==> src/rtl/serial_wide_adder_ctrl.sv <==
// Wide adder controller: time-multiplexes an external DATA_WIDTH-bit ripple adder
// one slice per cycle (LSB slice first), with valid/ready on operands and result.
module serial_wide_adder_ctrl #(
  parameter int DATA_WIDTH = 4,
  parameter int NUM_SLICES = 4
) (
  input  logic                             clk,
  input  logic                             rst_n,
  input  logic                             in_valid,
  output logic                             in_ready,
  input  logic [DATA_WIDTH*NUM_SLICES-1:0] in_a,
  input  logic [DATA_WIDTH*NUM_SLICES-1:0] in_b,
  input  logic                             in_cin,
  output logic [DATA_WIDTH-1:0]            add_x,
  output logic [DATA_WIDTH-1:0]            add_y,
  output logic                             add_cin,
  input  logic [DATA_WIDTH-1:0]            add_sum,
  input  logic                             add_cout,
  output logic                             out_valid,
  input  logic                             out_ready,
  output logic [DATA_WIDTH*NUM_SLICES-1:0] out_sum,
  output logic                             out_cout,
  output logic                             busy
);
  localparam int W     = DATA_WIDTH * NUM_SLICES;
  localparam int IDX_W = (NUM_SLICES > 1) ? $clog2(NUM_SLICES) : 1;
  localparam logic [IDX_W-1:0] LAST_IDX = IDX_W'(NUM_SLICES - 1);

  typedef enum logic [1:0] {S_IDLE, S_RUN, S_DONE} state_t;

  state_t           r_state;
  state_t           w_next;
  logic [W-1:0]     r_a;
  logic [W-1:0]     r_b;
  logic [W-1:0]     r_sum;
  logic [W-1:0]     r_out_sum;
  logic             r_carry;
  logic             r_out_cout;
  logic [IDX_W-1:0] r_idx;
  logic             w_accept;
  logic             w_last;
  logic [W-1:0]     w_sum_next;

  assign w_accept = (r_state == S_IDLE) && in_valid;
  assign w_last   = (r_state == S_RUN) && (r_idx == LAST_IDX);

  // Operands shift down one slice per RUN cycle while sum slices enter from the top,
  // so after NUM_SLICES cycles slice 0 of the result sits at the bottom of r_sum.
  assign w_sum_next = (W'(add_sum) << (W - DATA_WIDTH)) | (r_sum >> DATA_WIDTH);

  always_ff @(posedge clk or negedge rst_n) begin
    if (!rst_n) r_state <= S_IDLE;
    else        r_state <= w_next;
  end

  always_comb begin
    w_next = r_state;
    case (r_state)
      S_IDLE:  if (in_valid)           w_next = S_RUN;
      S_RUN:   if (r_idx == LAST_IDX)  w_next = S_DONE;
      S_DONE:  if (out_ready)          w_next = S_IDLE;
      default:                         w_next = S_IDLE;
    endcase
  end

  // Adder operands come from registers only, never from input ports.
  always_comb begin
    in_ready  = 1'b0;
    busy      = 1'b0;
    out_valid = 1'b0;
    add_x     = '0;
    add_y     = '0;
    add_cin   = 1'b0;
    case (r_state)
      S_IDLE: in_ready = 1'b1;
      S_RUN: begin
        busy    = 1'b1;
        add_x   = r_a[DATA_WIDTH-1:0];
        add_y   = r_b[DATA_WIDTH-1:0];
        add_cin = r_carry;
      end
      S_DONE: begin
        busy      = 1'b1;
        out_valid = 1'b1;
      end
      default: ;
    endcase
  end

  always_ff @(posedge clk or negedge rst_n) begin
    if (!rst_n) begin
      r_a        <= '0;
      r_b        <= '0;
      r_sum      <= '0;
      r_carry    <= 1'b0;
      r_idx      <= '0;
      r_out_sum  <= '0;
      r_out_cout <= 1'b0;
    end else if (w_accept) begin
      r_a     <= in_a;
      r_b     <= in_b;
      r_sum   <= '0;
      r_carry <= in_cin;
      r_idx   <= '0;
    end else if (r_state == S_RUN) begin
      r_a     <= r_a >> DATA_WIDTH;
      r_b     <= r_b >> DATA_WIDTH;
      r_sum   <= w_sum_next;
      r_carry <= add_cout;
      r_idx   <= r_idx + 1'b1;
      if (w_last) begin
        r_out_sum  <= w_sum_next;
        r_out_cout <= add_cout;
      end
    end
  end

  // Result registers hold their value outside DONE; out_valid qualifies them.
  assign out_sum  = r_out_sum;
  assign out_cout = r_out_cout;

endmodule

==> config.mk <==
export PLATFORM = sky130hd
export DESIGN_NAME = serial_wide_adder_ctrl
export DESIGN_NICKNAME = d
export VERILOG_FILES = /design/src/rtl/serial_wide_adder_ctrl.sv
export SDC_FILE = /design/constraint.sdc
export NUM_CORES = 1
export LEC_CHECK = 0
export BUFFER_PORTS_ARGS = -buffer_cell sky130_fd_sc_hd__buf_2
export CELL_PAD_IN_SITES_DETAIL_PLACEMENT = 1
export CELL_PAD_IN_SITES_GLOBAL_PLACEMENT = 1
export CORE_MARGIN = 2
export CORE_UTILIZATION = 35
export DETAILED_ROUTE_END_ITERATION = 16
export PLACE_DENSITY_LB_ADDON = 0.08
export SYNTH_ARGS = -nofsm -noshare
export SYNTH_HDL_FRONTEND = slang
export SYNTH_SLANG_ARGS = --single-unit
==> constraint.sdc <==
create_clock -name clk -period 1.8 [get_ports clk]
set_input_delay 0.27 -clock clk [delete_from_list [all_inputs] [get_ports clk]]
set_output_delay 0.27 -clock clk [all_outputs]
set_load 0.01 [all_outputs]
==> results of run 1 <==
-- metrics by stage --
step / cells / total power, uW
after floorplan: 252 / 4220
after global placement: 419 / 4910
after detailed placement: 419 / 4970
after CTS: 434 / 6270
after global routing: 435 / 6680
final: 435 / 6150
-- routing by layer --
metal	vias up	global-route usage
li1	991	-
met1	1020	0.212
met2	50	0.207
met3	11	0.0334
met4	0	0.0704
met5	-	0
-- cells in the mapped netlist (all sizes together) --
library cell / n
o21ai: 33
mux2i: 38
dfrtp: 66
buf: 8
nand3: 1
nand2: 33
a222oi: 1
ha: 6
xnor2: 1
nand2b: 8
inv: 5
clkbuf: 8
and2: 10
nor2: 15
mux2: 19
-- layout make-up --
type,count,share of cell area
flip-flops and latches,66,0.445
multi-input cells,165,0.333
repair buffers,80,0.130
clock buffers,11,0.0408
well taps,105,0.0354
clock inverters,3,0.0108
inverters,5,0.00506
-- power breakdown --
group	internal, uW	leakage, uW	switching, uW
clock network	695	0.000101	541
registers	2140	0.000850	364
logic	1200	0.000872	1210
total	4040	0.00182	2110
-- sequential cells by signal, indices dropped and copies added, names as in the netlist --
name      flops
out_cout      1
out_sum      16
r_a          16
r_b          16
r_carry       1
r_idx         2
r_state       2
r_sum        12
-- timing repair --
action | CTS | global route
cloned | 0 | 0
pin swaps | 0 | 1
hold buffers | 1 | 0
endpoints found under the setup margin | 9 | 25
setup buffers | 0 | 1
hold endpoints to repair | 66 | 0
gates resized for setup | 3 | 1
-- critical path: stages, from the launching register on --
cell	delay (ps)
dfrtp_1	400
inv_2	90
ha_2	220
buf_6	150
and2_2	140
buf_2	120
-- path summary, 6_finish.rpt --
| check | end | slack, ps | startpoint | cells past startpoint |
|---|---|---|---|---|
| max reg2reg | r_state[0] | 110 | r_state[0] | 4 |
| min in group asynchronous | r_b[3] | 480 | rst_n | 3 |
| min reg2reg | out_sum[1] | 510 | out_sum[1] | 1 |
| max | add_x[3] | 60 | r_state[1] | 5 |
| max in group asynchronous | r_sum[14] | 1030 | rst_n | 3 |
| min | r_b[10] | 130 | in_b[10] | 3 |
-- cells by family (layout without fill, tap and decap cells) --
kind of cell,Yosys count,after routing,synth area share
XOR/XNOR,1,1,0.00292
multiplexers,57,57,0.211
AO/OA/AOI/OAI,34,34,0.0584
flip-flops,66,66,0.551
adder cells (fa/ha/maj),6,6,0.0250
AND/OR/NAND/NOR,67,67,0.112
buffers and inverters,21,99,0.0401
==> results by group, run 1 <==
Routing
  – Drt via density: 4.76
  – Via count: 2072
  – Wl on met1: 3170 um
  – Avg WL per Cell: 14.3 um
  – Residual DRC count: 0
  – WL final: 6230 um
  – Pre-antenna DRT Iters: 4
  – Top routing layer in use: met4
  – Iter 0 DRT Violations: 58
  – Post-route antenna net violation count: 0
  – Met3 wire length: 280 um
  – Met2 Wirelength: 2650 um

Global route
  – GRT Overall Usage: 0.147
  – Largest net degree at the start of global routing: 81
  – Vias in the first global route: 2131
  – Total gr overflow: 0
  – Global-route wire length before repair: 10400 um
  – Initial antenna violation count: 0

Final layout
  – Fin area: 3710 sq um
  – Commonest non-fill, non-tap cell in the layout: buf_2
  – Final core utilization: 0.449
  – Share of layout cells above drive strength 1: 0.379
  – FF/Latch Area: 1650 sq um
  – Commonest cells after routing, fill and taps aside: buf_2, dfrtp_1, mux2i_1
  – Final #Nets: 375
  – Fillcell total: 944
  – # diodes: 0
  – Syn-to-layout area delta: 23.7%
  – Area taken by multi-input logic gates: 1230 sq um

Synth
  – Top cell type's share of synthesized area: 0.551
  – Post-synthesis sequential area ratio: 0.551
  – Synth top area cells: dfrtp_1, mux2i_1, o21ai_0
  – Area leader, netlist: dfrtp_1
  – Yosys reg bits: 66
  – Syn Area/Cell: 11.9 sq um
  – Post-Synthesis Cells: 252
  – Netlist cell types: 21
  – Area of the mapped netlist: 3000 sq um
  – Ys Warns: 0
  – Synthesized net count: 300

Clock network
  – Clk_lat worst skew: 340 ps
  – CTS tree: yes
  – Clk root buf: clkbuf_8
  – CTS Sinks: 66
  – CTS buffer count: 9
  – Clk slew on worst S/H paths: 70 ps
  – Maximum root-to-sink buffer count: 2
  – CTS HTree Levels: 3

Floorplanning
  – Row count: 33
  – Core area: 8260 sq um
  – Starting density of the core: 0.363
  – IO Pins: 71
  – Die height: 96.6 um
  – Die area: 9320 sq um
  – Die width: 96.6 um

STA
  – WHS: 133 ps
  – Final Hold Viols: 0
  – Relative slew slack: 0.705
  – Peak Freq: 573 MHz
  – Pins Over Slew Limit: 0
  – RSZ-0062 raised after global routing: true
  – Final period utilization: 0.969
  – Final setup TNS: 0 ps
  – Worst slew pin tran: 442 ps
  – Setup slack after layout: 55.4 ps
  – Fin crit period: 1740 ps
  – Worst Skew: 9.56 ps
  – Final setup fails: 0

Worst setup path
  – CP Capture Type: output port
  – CP startpoint kind: flop
  – WP data required: 1530 ps
  – Critical path arrival: 1470 ps
  – Peak fanout along the critical path: 9
  – Crit path kind: reg -> out

Power
  – Pwr per Cell Area: 1660 nW/um^2
  – Peak VDD IR: 0.578 mV
  – P_leak: 0.00182 uW

Place
  – Dpl cell area: 3490 sq um
  – GPL Wtd Cong: 0.722
  – Port bufs: 70
  – Post-detail-place hpwl: 4150 um
  – Post-place setup slack: 31.0 ps

Hold path
  – Type of the most critical hold path: in -> reg

Status
  – Status: completed

Flow run
  – MaxCap Viol Count: 0
No activity file was read; power rests on OpenSTA's default activity.
==> inputs of run 2 (changes only) <==
Settings changed: CORE_ASPECT_RATIO set to 1.5.
==> run 2 against run 1 <==
  * Die area rose by 0.16%
  * Sequential power barely moved
  * Register-to-register slack got worse by 20 ps
  * Cell area rose by 4.2%
  * Flip-flop and latch count did not move
  * First-iteration DRC count rose by 120%
  * Critical path depth did not move
  * Critical endpoint unchanged
  * Largest power group unchanged
  * Highest routed layer unchanged
==> results by group, run 2 (synthesis results as in run 1) <==
Routing
  – Top routing layer in use: met4
  – Avg WL per Cell: 15.2 um
  – WL final: 6670 um
  – Residual DRC count: 0
  – Met2 Wirelength: 3320 um
  – Via count: 2059
  – Met3 wire length: 323 um
  – Pre-antenna DRT Iters: 4
  – Post-route antenna net violation count: 0
  – Drt via density: 4.68
  – Iter 0 DRT Violations: 125
  – Wl on met1: 2920 um

Worst setup path
  – Crit path kind: reg -> out
  – CP Capture Type: output port
  – CP startpoint kind: flop
  – Critical path arrival: 1450 ps
  – Peak fanout along the critical path: 9
  – WP data required: 1530 ps

STA
  – Final setup TNS: 0 ps
  – Worst Skew: 6.71 ps
  – Peak Freq: 580 MHz
  – Fin crit period: 1720 ps
  – Relative slew slack: 0.727
  – WHS: 145 ps
  – Worst slew pin tran: 409 ps
  – Final Hold Viols: 0
  – RSZ-0062 raised after global routing: true
  – Final period utilization: 0.958
  – Pins Over Slew Limit: 0
  – Final setup fails: 0

Power
  – Pwr per Cell Area: 1780 nW/um^2
  – Sw frac: 0.327
  – Flop pwr share: 0.368
  – Net Sw Power: 2240 uW
  – Design Power: 6860 uW
  – P_leak: 0.00189 uW
  – Comb power frac: 0.358
  – Peak VDD IR: 0.767 mV
  – P_int: 4620 uW
  – Clk pwr share: 0.274

Final layout
  – # diodes: 0
  – Share of layout cells above drive strength 1: 0.381
  – Syn-to-layout area delta: 28.9%
  – Fin area: 3860 sq um
  – Commonest non-fill, non-tap cell in the layout: buf_2
  – Area taken by multi-input logic gates: 1230 sq um
  – FF/Latch Area: 1650 sq um
  – Fillcell total: 925
  – Final #Nets: 376
  – Commonest cells after routing, fill and taps aside: buf_2, dfrtp_1, mux2i_1

Global route
  – GRT Overall Usage: 0.157
  – Largest net degree at the start of global routing: 81
  – Total gr overflow: 0
  – Vias in the first global route: 2256
  – Initial antenna violation count: 0
  – Global-route wire length before repair: 11100 um

Place
  – GPL Wtd Cong: 0.746
  – Post-detail-place hpwl: 4220 um
  – Port bufs: 70
  – Dpl cell area: 3490 sq um

Floorplanning
  – Starting density of the core: 0.359
  – Core area: 8360 sq um
  – Die area: 9340 sq um
  – IO Pins: 71
  – Die height: 117 um
  – Row count: 41
  – Die width: 79.6 um

Clock network
  – CTS HTree Levels: 3
  – Maximum root-to-sink buffer count: 2
  – CTS tree: yes
  – Clk slew on worst S/H paths: 60 ps
  – CTS Sinks: 66
  – Clk root buf: clkbuf_16
  – Clk_lat worst skew: 330 ps
  – CTS buffer count: 9

Status
  – Status: completed

Hold path
  – Type of the most critical hold path: in -> reg

Flow run
  – MaxCap Viol Count: 0
## run 2: final timing paths
kind                               to  depth (start not counted)  slack [ps]        from
min in group asynchronous      r_a[2]                          3         480       rst_n
setup reg to reg           out_sum[3]                          6          90  r_state[0]
hold / removal                 r_a[1]                          3         140     in_a[1]
hold reg to reg            out_sum[1]                          1         500  out_sum[1]
setup / recovery             add_x[3]                          5          80  r_state[1]
max in group asynchronous      r_a[7]                          3        1020       rst_n
## run 2: power by group through the flow
stage          combinational [uW]  clock (uW)  sequential (uW)
2_1_floorplan                1710           0             2510
3_3_place_gp                 2400           0             2550
3_5_place_dp                 2480           0             2550
4_1_cts                      2500        1930             2550
5_1_grt                      2770        2000             2620
6_report                     2450        1880             2530
## run 2: per-layer routing
layer / vias up / GRT usage
li1: 999 / -
met1: 1010 / 0.194
met2: 43 / 0.246
met3: 7 / 0.0554
met4: 0 / 0.0647
met5: - / 0
## run 2: cell type report
class | instances | share of cell area
flip-flops and latches | 66 | 0.427
clock inverters | 5 | 0.0201
clock buffers | 11 | 0.0628
repair buffers | 81 | 0.131
well taps | 107 | 0.0347
inverters | 5 | 0.00486
multi-input cells | 165 | 0.319
## run 2: what timing repair did
item,CTS,global route
pin swaps,0,1
cloned,0,1
endpoints found under the hold margin,66,0
hold buffers,1,0
setup buffers,0,2
gates resized for setup,3,0
endpoints found under the setup margin,9,24
## run 2: critical path, cell delays in order, from the launching register on
cell     delay (ps)
dfrtp_1         400
inv_2           100
ha_2            220
buf_6           150
and2_2          140
buf_2           120
## run 2: through the flow
step | std cells | util | setup slack, ps
floorplan | 252 | - | 73.9
global placement | 420 | 0.417 | 96.1
detailed placement | 420 | 0.417 | 56.7
CTS | 437 | 0.457 | 16.3
global route | 440 | 0.462 | -32.6
finish | 440 | 0.462 | 75.9
